## config.mk

```make
export PLATFORM = sky130hd
export DESIGN_NAME = alu_iter_flat
export DESIGN_NICKNAME = d
export VERILOG_FILES = /design/src/rtl/alu_iter_pkg.sv /design/src/rtl/alu_iter_if.sv /design/src/rtl/alu_iter_muldiv.sv /design/src/rtl/alu_iter.sv /design/src/flat_wrapper.sv
export SDC_FILE = /design/constraint.sdc
export NUM_CORES = 1
export LEC_CHECK = 0
export CORE_AREA = 2 2 151 183
export CTS_CLUSTER_SIZE = 16
export DETAILED_ROUTE_END_ITERATION = 10
export DIE_AREA = 0 0 153 185
export SLEW_MARGIN = 20
export SYNTH_ARGS = -nofsm -noshare
export SYNTH_HDL_FRONTEND = slang
export SYNTH_SLANG_ARGS = --single-unit
```

## constraint.sdc

```tcl
create_clock -name clk -period 6.55 [get_ports clk]
set_input_delay 1.965 -clock clk [delete_from_list [all_inputs] [get_ports clk]]
set_output_delay 1.965 -clock clk [all_outputs]
set_load 0.01 [all_outputs]
```

## src/rtl/alu_iter_pkg.sv

```systemverilog
// alu_iter_pkg
// Shared definitions for the iterative execute-stage ALU:
//   op_t          - 4-bit operation code map (all sixteen codes used)
//   state_t       - control FSM states (IDLE, MUL, DIV, DONE)
//   is_multicycle - op runs through the shift-add / restoring-divide unit
//   is_divide     - op uses the divide iteration (DIVU, REMU)
package alu_iter_pkg;

    // ANDN gave up its code to REMU so that the whole map fits in four bits.
    typedef enum logic [3:0] {
        OP_ADD   = 4'h0,
        OP_SUB   = 4'h1,
        OP_AND   = 4'h2,
        OP_OR    = 4'h3,
        OP_XOR   = 4'h4,
        OP_REMU  = 4'h5,
        OP_SEQ   = 4'h6,
        OP_SLT   = 4'h7,
        OP_SLE   = 4'h8,
        OP_SCO   = 4'h9,
        OP_BTR   = 4'hA,
        OP_PASSB = 4'hB,
        OP_SLBI  = 4'hC,
        OP_MULLO = 4'hD,
        OP_MULHI = 4'hE,
        OP_DIVU  = 4'hF
    } op_t;

    typedef enum logic [1:0] {
        ST_IDLE = 2'd0,
        ST_MUL  = 2'd1,
        ST_DIV  = 2'd2,
        ST_DONE = 2'd3
    } state_t;

    function automatic logic is_multicycle(input op_t op);
        return (op == OP_MULLO) || (op == OP_MULHI) || (op == OP_DIVU) || (op == OP_REMU);
    endfunction

    function automatic logic is_divide(input op_t op);
        return (op == OP_DIVU) || (op == OP_REMU);
    endfunction

endpackage

```

## src/rtl/alu_iter_if.sv

```systemverilog
// alu_iter_if
// Request/response bundle between issue, the ALU and the memory stage.
//   master : in_valid, op, a, b, out_ready  ->   (issue / consumer side)
//            in_ready, out_valid, result, ofl, div_zero, busy  <-
//   slave  : the ALU side, directions mirrored.
//
// Handshake: a transfer happens on a rising clk edge where valid && ready are
// both high. A producer that raised valid keeps valid and its payload stable
// until that edge; ready may depend combinationally on the other side's
// ready (in_ready follows out_ready) but never on valid.
interface alu_iter_if #(
    parameter int WIDTH = 16
);
    import alu_iter_pkg::*;

    logic             in_valid;
    logic             in_ready;
    op_t              op;
    logic [WIDTH-1:0] a;
    logic [WIDTH-1:0] b;
    logic             out_valid;
    logic             out_ready;
    logic [WIDTH-1:0] result;
    logic             ofl;
    logic             div_zero;
    logic             busy;

    modport master (
        output in_valid, op, a, b, out_ready,
        input  in_ready, out_valid, result, ofl, div_zero, busy
    );

    modport slave (
        input  in_valid, op, a, b, out_ready,
        output in_ready, out_valid, result, ofl, div_zero, busy
    );

endinterface

```

## src/rtl/alu_iter_muldiv.sv

```systemverilog
// alu_iter_muldiv
// Shared iteration engine for unsigned multiply (shift-add) and unsigned
// restoring divide. One register pair {hi, lo} serves both:
//   multiply: hi = partial product, lo = multiplier shifting out / product low
//   divide  : hi = partial remainder, lo = dividend shifting out / quotient
// Ports:
//   clk, rst       clock, async active-high reset
//   i_start        strobe: load operands and perform the first iteration
//   i_is_div       1 = divide iteration, 0 = multiply iteration
//   i_a, i_b       operands (multiplicand/multiplier, dividend/divisor)
//   o_last         strobe: the final iteration is written on this edge
//   o_hi, o_lo     product high/low, or remainder/quotient
module alu_iter_muldiv #(
    parameter int WIDTH = 16,
    parameter int CNT_W = $clog2(WIDTH + 1)
) (
    input  logic             clk,
    input  logic             rst,
    input  logic             i_start,
    input  logic             i_is_div,
    input  logic [WIDTH-1:0] i_a,
    input  logic [WIDTH-1:0] i_b,
    output logic             o_last,
    output logic [WIDTH-1:0] o_hi,
    output logic [WIDTH-1:0] o_lo
);

    logic [WIDTH-1:0] r_hi;
    logic [WIDTH-1:0] r_lo;
    logic [WIDTH-1:0] r_opb;
    logic             r_is_div;
    logic [CNT_W-1:0] r_cnt;

    logic             w_step;
    logic [WIDTH-1:0] w_src_hi;
    logic [WIDTH-1:0] w_src_lo;
    logic [WIDTH-1:0] w_src_b;
    logic             w_src_div;
    logic [WIDTH:0]   w_mul_sum;
    logic [WIDTH:0]   w_div_shift;
    logic             w_div_ge;
    logic [WIDTH-1:0] w_div_rem;

    // The load edge already performs iteration 1 straight from the operand
    // inputs, so WIDTH iterations finish while the counter runs WIDTH..2 and
    // the counter sits at 1 during the DONE cycle without stepping.
    assign w_step    = i_start || (r_cnt > CNT_W'(1));
    assign w_src_hi  = i_start ? '0       : r_hi;
    assign w_src_lo  = i_start ? i_a      : r_lo;
    assign w_src_b   = i_start ? i_b      : r_opb;
    assign w_src_div = i_start ? i_is_div : r_is_div;

    assign w_mul_sum = {1'b0, w_src_hi} + (w_src_lo[0] ? {1'b0, w_src_b} : '0);

    // With a zero divisor every trial subtraction succeeds, so the quotient
    // fills with ones and the dividend shifts unchanged into the remainder:
    // that is exactly the all-ones / a result wanted for divide-by-zero.
    assign w_div_shift = {w_src_hi, w_src_lo[WIDTH-1]};
    assign w_div_ge    = (w_div_shift >= {1'b0, w_src_b});
    assign w_div_rem   = w_div_ge ? WIDTH'(w_div_shift - {1'b0, w_src_b})
                                  : w_div_shift[WIDTH-1:0];

    always_ff @(posedge clk or posedge rst) begin
        if (rst) begin
            r_hi     <= '0;
            r_lo     <= '0;
            r_opb    <= '0;
            r_is_div <= 1'b0;
            r_cnt    <= '0;
        end else begin
            if (i_start) begin
                r_opb    <= i_b;
                r_is_div <= i_is_div;
                r_cnt    <= CNT_W'(WIDTH);
            end else if (r_cnt != '0) begin
                r_cnt <= r_cnt - 1'b1;
            end

            if (w_step) begin
                if (w_src_div) begin
                    r_hi <= w_div_rem;
                    r_lo <= {w_src_lo[WIDTH-2:0], w_div_ge};
                end else begin
                    {r_hi, r_lo} <= {w_mul_sum, w_src_lo[WIDTH-1:1]};
                end
            end
        end
    end

    // Counter moving 2 -> 1 marks the edge that writes the last iteration.
    assign o_last = !i_start && (r_cnt == CNT_W'(2));
    assign o_hi   = r_hi;
    assign o_lo   = r_lo;

endmodule

```

## src/rtl/alu_iter.sv

```systemverilog
// alu_iter
// Execute-stage ALU with a valid/ready request port, a registered result and
// an iterative multiply/divide path that stalls issue while it runs.
// Ports:
//   clk, rst      clock, async active-high reset
//   bus (slave)   in_valid/in_ready/op/a/b request, out_valid/out_ready/
//                 result/ofl/div_zero response, busy status
//   o_dbg_state   current control FSM state
// Single-cycle ops are computed inline and registered on accept (result
// visible the following cycle). Multi-cycle ops go IDLE -> MUL/DIV -> DONE
// -> IDLE, giving out_valid WIDTH+1 cycles after accept.
module alu_iter
    import alu_iter_pkg::*;
#(
    parameter int WIDTH = 16
) (
    input  logic         clk,
    input  logic         rst,
    alu_iter_if.slave    bus,
    output state_t       o_dbg_state
);

    localparam int               CNT_W     = $clog2(WIDTH + 1);
    localparam logic [WIDTH-1:0] LOW8_MASK = WIDTH'(8'hFF);

    state_t           r_state;
    state_t           w_next_state;
    logic             r_out_valid;
    logic [WIDTH-1:0] r_result;
    logic             r_ofl;
    logic             r_div_zero;
    op_t              r_mc_op;
    logic             r_mc_dz;

    logic             w_in_ready;
    logic             w_accept;
    logic             w_start;
    logic             w_md_last;
    logic [WIDTH-1:0] w_md_hi;
    logic [WIDTH-1:0] w_md_lo;
    logic [WIDTH:0]   w_sum;
    logic [WIDTH-1:0] w_diff;
    logic [WIDTH-1:0] w_rev;
    logic [WIDTH-1:0] w_sc_result;
    logic             w_sc_ofl;
    logic [WIDTH-1:0] w_mc_result;

    // Ready depends on out_ready so a consumed result can be refilled by a
    // new single-cycle op on the very same edge.
    assign w_in_ready = (r_state == ST_IDLE) && (!r_out_valid || bus.out_ready);
    assign w_accept   = bus.in_valid && w_in_ready;
    assign w_start    = w_accept && is_multicycle(bus.op);

    assign w_sum  = {1'b0, bus.a} + {1'b0, bus.b};
    assign w_diff = bus.a - bus.b;

    always_comb begin : bit_reverse
        w_rev = '0;
        for (int i = 0; i < WIDTH; i++) begin
            w_rev[i] = bus.a[WIDTH-1-i];
        end
    end

    // Undefined or multi-cycle codes fall to PASSB here; the multi-cycle
    // ones never reach the result register through this path.
    always_comb begin : single_cycle
        w_sc_result = bus.b;
        w_sc_ofl    = 1'b0;
        case (bus.op)
            OP_ADD: begin
                w_sc_result = w_sum[WIDTH-1:0];
                w_sc_ofl    = (bus.a[WIDTH-1] == bus.b[WIDTH-1]) &&
                              (w_sum[WIDTH-1] != bus.a[WIDTH-1]);
            end
            OP_SUB: begin
                w_sc_result = w_diff;
                w_sc_ofl    = (bus.a[WIDTH-1] != bus.b[WIDTH-1]) &&
                              (w_diff[WIDTH-1] != bus.a[WIDTH-1]);
            end
            OP_AND:  w_sc_result = bus.a & bus.b;
            OP_OR:   w_sc_result = bus.a | bus.b;
            OP_XOR:  w_sc_result = bus.a ^ bus.b;
            OP_SEQ:  w_sc_result = WIDTH'(bus.a == bus.b);
            // True signed compares: no subtraction, so no overflow hazard.
            OP_SLT:  w_sc_result = WIDTH'($signed(bus.a) <  $signed(bus.b));
            OP_SLE:  w_sc_result = WIDTH'($signed(bus.a) <= $signed(bus.b));
            OP_SCO:  w_sc_result = WIDTH'(w_sum[WIDTH]);
            OP_BTR:  w_sc_result = w_rev;
            OP_SLBI: w_sc_result = (bus.a << 8) | (bus.b & LOW8_MASK);
            default: w_sc_result = bus.b;
        endcase
    end

    always_comb begin : mc_select
        w_mc_result = w_md_hi;
        case (r_mc_op)
            OP_MULLO: w_mc_result = w_md_lo;
            OP_MULHI: w_mc_result = w_md_hi;
            OP_DIVU:  w_mc_result = w_md_lo;
            default:  w_mc_result = w_md_hi;
        endcase
    end

    always_ff @(posedge clk or posedge rst) begin
        if (rst) begin
            r_state <= ST_IDLE;
        end else begin
            r_state <= w_next_state;
        end
    end

    always_comb begin : next_state
        w_next_state = r_state;
        case (r_state)
            ST_IDLE: begin
                if (w_start) begin
                    w_next_state = is_divide(bus.op) ? ST_DIV : ST_MUL;
                end
            end
            ST_MUL, ST_DIV: begin
                if (w_md_last) begin
                    w_next_state = ST_DONE;
                end
            end
            ST_DONE: w_next_state = ST_IDLE;
            default: w_next_state = ST_IDLE;
        endcase
    end

    always_ff @(posedge clk or posedge rst) begin
        if (rst) begin
            r_out_valid <= 1'b0;
            r_result    <= '0;
            r_ofl       <= 1'b0;
            r_div_zero  <= 1'b0;
            r_mc_op     <= OP_ADD;
            r_mc_dz     <= 1'b0;
        end else begin
            if (w_start) begin
                r_mc_op <= bus.op;
                r_mc_dz <= is_divide(bus.op) && (bus.b == '0);
            end

            if (w_accept && !is_multicycle(bus.op)) begin
                r_result    <= w_sc_result;
                r_ofl       <= w_sc_ofl;
                r_div_zero  <= 1'b0;
                r_out_valid <= 1'b1;
            end else if (r_state == ST_DONE) begin
                // Output is always free here: a multi-cycle op is only
                // accepted once the previous result has been consumed.
                r_result    <= w_mc_result;
                r_ofl       <= 1'b0;
                r_div_zero  <= r_mc_dz;
                r_out_valid <= 1'b1;
            end else if (r_out_valid && bus.out_ready) begin
                r_out_valid <= 1'b0;
            end
        end
    end

    alu_iter_muldiv #(
        .WIDTH (WIDTH),
        .CNT_W (CNT_W)
    ) u_muldiv (
        .clk      (clk),
        .rst      (rst),
        .i_start  (w_start),
        .i_is_div (is_divide(bus.op)),
        .i_a      (bus.a),
        .i_b      (bus.b),
        .o_last   (w_md_last),
        .o_hi     (w_md_hi),
        .o_lo     (w_md_lo)
    );

    // busy covers the iteration cycles and DONE; it drops on the same edge
    // that raises out_valid.
    assign bus.in_ready  = w_in_ready;
    assign bus.out_valid = r_out_valid;
    assign bus.result    = r_result;
    assign bus.ofl       = r_ofl;
    assign bus.div_zero  = r_div_zero;
    assign bus.busy      = (r_state != ST_IDLE);
    assign o_dbg_state   = r_state;

endmodule

```

## src/flat_wrapper.sv

```systemverilog
// flat-port wrapper written by rule: the top's interface ports become plain ports
module alu_iter_flat import alu_iter_pkg::*;
#(
    parameter int WIDTH = 16
)
  (clk, rst, o_dbg_state, bus_in_valid, bus_op, bus_a, bus_b, bus_out_ready, bus_in_ready, bus_out_valid, bus_result, bus_ofl, bus_div_zero, bus_busy);
  alu_iter_if #(.WIDTH(WIDTH)) bus_i ();
  input  logic clk;
  input  logic rst;
  output state_t o_dbg_state;
  input wire logic [$bits(bus_i.in_valid)-1:0] bus_in_valid;
  input wire logic [$bits(bus_i.op)-1:0] bus_op;
  input wire logic [$bits(bus_i.a)-1:0] bus_a;
  input wire logic [$bits(bus_i.b)-1:0] bus_b;
  input wire logic [$bits(bus_i.out_ready)-1:0] bus_out_ready;
  output wire logic [$bits(bus_i.in_ready)-1:0] bus_in_ready;
  output wire logic [$bits(bus_i.out_valid)-1:0] bus_out_valid;
  output wire logic [$bits(bus_i.result)-1:0] bus_result;
  output wire logic [$bits(bus_i.ofl)-1:0] bus_ofl;
  output wire logic [$bits(bus_i.div_zero)-1:0] bus_div_zero;
  output wire logic [$bits(bus_i.busy)-1:0] bus_busy;
  assign bus_i.in_valid = bus_in_valid;
  assign bus_i.op = bus_op;
  assign bus_i.a = bus_a;
  assign bus_i.b = bus_b;
  assign bus_i.out_ready = bus_out_ready;
  assign bus_in_ready = bus_i.in_ready;
  assign bus_out_valid = bus_i.out_valid;
  assign bus_result = bus_i.result;
  assign bus_ofl = bus_i.ofl;
  assign bus_div_zero = bus_i.div_zero;
  assign bus_busy = bus_i.busy;
  alu_iter #(.WIDTH(WIDTH)) u_core (.clk(clk), .rst(rst), .bus(bus_i), .o_dbg_state(o_dbg_state));
endmodule
```

==> results.md <==
| Group | Metric | Reported |
| --- | --- | --- |
| placement | Placer Congestion | 0.996 |
| floorplanning | Die outline height | 185 um |
| cts | TritonCTS Sinks | 79 |
| placement | Input/output buffers | 62 |
| timing | Highest achievable clock rate | 168 MHz |
| critical path | Nature of the critical path endpoint | register |
| detailed routing | DRC violations left | 0 |
| yosys | Post-synthesis net count | 1304 |
| timing | Final critical delay including setup and external delays | 5950 ps |
| critical path | Worst reg2reg path startpoint | u_core.o_dbg_state[1]$_DFFE_PP0P_ |
| yosys | Cell count after synthesis | 1177 |
| power | Switching fraction of total power | 49.0% |
| power | Sequential Power Share | 20.8% |
| floorplanning | Number of top-level pins | 63 |
| yosys | Sequential area share after synthesis | 22.9% |
| detailed routing | Remaining number of nets flagged by the antenna check after routing | 0 |
| detailed routing | Ratio of routed vias to standard cells | 5.80 |
| power | Sw Pwr | 0.00223 W |
| power | Leak | 4.58 nW |
| yosys | Synthesis-stage register bit count | 79 |
| grt | GRT Resource Usage Total | 22.4% |
| run | Reported max-cap violation count | 0 |
| timing | Final worst-path setup slack | 595 ps |
| floorplanning | Initial Util | 32.3% |
| timing | Worst relative slew slack | 26.2% |
| yosys | Top-area cell type share of the netlist area | 22.9% |
| cells and area | Post-Layout Cell Count | 1564 |
| cells and area | Final core utilization | 37.6% |
| timing | Worst-Margin Slew | 1110 ps |
| detailed routing | Drt total wl | 31900 um |
| cts | PostCTS Resize Cnt | 0 |
| yosys | Library cell with the largest summed area after synthesis | sky130_fd_sc_hd__dfrtp_1 |
| yosys | Cell with the most instances after synthesis | sky130_fd_sc_hd__nor2_1 |
| cells and area | Signed area change from the synthesized netlist to the final layout | 16.3% |
| grt | Aggregate global routing overflow | 0 |
| power | Comb power frac | 66.3% |
| floorplanning | Die area | 28300 sq um |
| critical path | Endpoint of the worst-slack reg-to-reg timing path | u_core.u_muldiv.o_hi[13]$_DFFE_PP0P_ |
| yosys | Cell area after synthesis | 8630 sq um |
| yosys | Top cell types by occurrence after synthesis | sky130_fd_sc_hd__nor2_1, sky130_fd_sc_hd__nand2_1, sky130_fd_sc_hd__a21oi_1 |
| critical path | Worst endpoint data arrival time | 6200 ps |
| placement | Placed instance count | 1548 |
| placement | Setup Slack @ Placement | 271 ps |
| timing | Number of max-slew violations in the final report | 0 |
| cts | Num CTS Buffers | 9 |
| power | Internal portion of total power | 0.00232 W |
| cts | CTS tree | built |
| critical path | WP data required | 6790 ps |
| power | Max IR drop VDD | 0.232 mV |
| yosys | Number of distinct library cells after synthesis | 76 |
| detailed routing | Detailed-routing iteration count for the pre-antenna-repair pass | 5 |
| cts | Number of H-tree levels | 3 |
| critical path | CP Launch Point | bus_in_valid |
| critical path | Reg2Reg Depth | 19 |
| timing | Layout Skew | 15.7 ps |
| grt | Antenna violations before repair | 0 |
| cells and area | Final nets | 1346 |
| yosys | Number of synthesized flops with an enable pin | 0 |
| floorplanning | Width of the die | 153 um |
| yosys | Most frequently used flop master after synthesis | sky130_fd_sc_hd__dfrtp_1 |
| grt | Wire length of the first global-routing pass | 49800 um |
| cts | Maximum buffer depth of the clock tree | 2 |
| yosys | Ys async rst share | 100% |
| worst hold path | Path type of the worst min-delay path | register to register |
| yosys | Post-Synthesis Mean Instance Area | 7.33 sq um |
| status | Outcome | complete, no violations |
| yosys | Synth warnings | 0 |
| grt | Number of global-route vias before repair | 8983 |
| detailed routing | Via Count | 9070 |
| critical path | Crit path capture | u_core.u_muldiv.o_hi[13]$_DFFE_PP0P_ |
| timing | Count of endpoints failing hold in the final timing report | 0 |
| cells and area | Fraction of final layout cells with drive strength greater than 1 | 6.29% |
| critical path | Type of element launching the critical path | input port |
| cts | Postcts setup bufs | 0 |
| cts | Skew-Pair Late Insertion Delay | 360 ps |
| placement | HPWL after detailed placement | 24000 um |
| power | Total power | 0.00455 W |
| power | Power Dens Cells | 453 nW/um^2 |
| cts | Hold-fix buffers at CTS | 0 |
| cts | Clock root buffer master | sky130_fd_sc_hd__clkbuf_16 |
| timing | Final-layout setup total negative slack | 0 ps |
| cells and area | Antenna cells | 0 |
| floorplanning | Std-Cell Rows | 66 |
| floorplanning | Floorplan Core Area | 26700 sq um |
| timing | Total of endpoints with negative setup slack in the final report | 0 |
| cts | CTS clk-pin slew, worst paths | 80 ps |
| critical path | Category of the critical setup timing path | input port to register |
| critical path | Maximum fanout count along the critical path | 27 |
| detailed routing | DRC violation total after the first TritonRoute iteration | 586 |
| grt | Largest net degree at the start of global routing | 66 |
| detailed routing | Average detailed-routed wire length per instance | 20.4 um |
| timing | Setup repair after global routing missed its margin | no |
| timing | Final Cycle Share | 90.9% |
| power | Part of the power in the clock network | 12.9% |
| yosys | Synth area leaders | sky130_fd_sc_hd__dfrtp_1, sky130_fd_sc_hd__ha_1, sky130_fd_sc_hd__nor2_1 |
| critical path | Worst R2R Setup Slack | 2000 ps |
layout make-up:
class,count,area [sq um]
inverter,78,294
sequential,79,1980
multi-input combinational,952,6110
timing repair buffer,99,898
clock inverter,7,101
clock buffer,9,225
tap,340,425
fill,2814,16600
worst max-delay path, stage by stage:
cell	delay, ps
sky130_fd_sc_hd__clkdlybuf4s50_1	480
sky130_fd_sc_hd__nand2_1	120
sky130_fd_sc_hd__or4_2	730
sky130_fd_sc_hd__buf_4	280
sky130_fd_sc_hd__nand2_1	160
sky130_fd_sc_hd__inv_1	80
sky130_fd_sc_hd__ha_1	250
sky130_fd_sc_hd__ha_1	280
sky130_fd_sc_hd__a311o_1	330
sky130_fd_sc_hd__o311ai_0	110
sky130_fd_sc_hd__buf_4	180
sky130_fd_sc_hd__a21oi_1	90
sky130_fd_sc_hd__a311oi_1	320
sky130_fd_sc_hd__buf_4	180
sky130_fd_sc_hd__a211oi_1	110
sky130_fd_sc_hd__or3_1	320
sky130_fd_sc_hd__a21oi_1	140
sky130_fd_sc_hd__a211oi_1	60
through the flow:
stage	hold WS (ps)	cell area, sq um
floorplan	436	8630
global placement	453	9710
detailed placement	460	9710
CTS	476	10000
global route	509	10000
finish	475	10000
flip-flops by register name, indices dropped and copies added, names as in the netlist:
register and count:
u_core.bus.result 16, u_core.u_muldiv.o_hi 16, u_core.u_muldiv.o_lo 16, u_core.u_muldiv.r_opb 16, u_core.u_muldiv.r_cnt 5, u_core.r_mc_op 3, u_core.o_dbg_state 2, u_core.bus.div_zero 1
u_core.bus.ofl 1, u_core.bus.out_valid 1, u_core.r_mc_dz 1, u_core.u_muldiv.r_is_div 1
power by group through the flow:
stage	clock network [W]	logic [W]	registers (W)
after floorplan	0	0.00217	0.000873
after global placement	0	0.00297	0.000946
after detailed placement	0	0.00298	0.000948
after CTS	0.000593	0.00300	0.000942
after global routing	0.000614	0.00334	0.000972
final	0.000586	0.00301	0.000947
cells by family (layout without fill, tap and decap cells):
| kind of cell | Yosys count | after routing | share of synthesized area, % |
|---|---|---|---|
| xor gates and xnor gates | 32 | 32 | 3.25 |
| buffers and inverters | 146 | 193 | 6.50 |
| muxes | 28 | 28 | 3.28 |
| adders and majority gates | 87 | 87 | 12.9 |
| AOI/OAI and AO/OA | 388 | 388 | 29.4 |
| and+or+nand+nor | 417 | 417 | 21.7 |
| DFF | 79 | 79 | 22.9 |
how the worst min path moves through the flow:
stage                                    endpoint                          start  cells past startpoint
detailed placement  u_core.r_mc_op[2]$_DFFE_PP0P_  u_core.r_mc_op[2]$_DFFE_PP0P_                      1
CTS                 u_core.r_mc_op[2]$_DFFE_PP0P_  u_core.r_mc_op[2]$_DFFE_PP0P_                      1
global placement    u_core.r_mc_op[2]$_DFFE_PP0P_  u_core.r_mc_op[2]$_DFFE_PP0P_                      1
floorplan           u_core.r_mc_op[2]$_DFFE_PP0P_  u_core.r_mc_op[2]$_DFFE_PP0P_                      1
finish              u_core.r_mc_op[2]$_DFFE_PP0P_  u_core.r_mc_op[2]$_DFFE_PP0P_                      1
global route        u_core.r_mc_op[3]$_DFFE_PP0P_  u_core.r_mc_op[3]$_DFFE_PP0P_                      2
cells in the final DEF (no fill, tap or decap), drive strengths merged, types with 16 or more instances in the layout:
master           n
a211oi          22
a21o            20
a21oi          114
a221oi          21
and2            16
buf             37
clkdlybuf4s50   62
dfrtp           79
ha              84
inv             80
mux2i           26
nand2          130
nand3           24
nor2           157
nor3            17
o21ai           89
xor2            17
layer usage:
layer	share of wire, %	wire length (um)	global-route usage (%)
met5	0	0	0
met4	4.9	1570	11.8
met3	5.9	1890	3.23
met2	48	15200	38.4
met1	41	13200	27.2
Power figures use the tool's default switching activity.
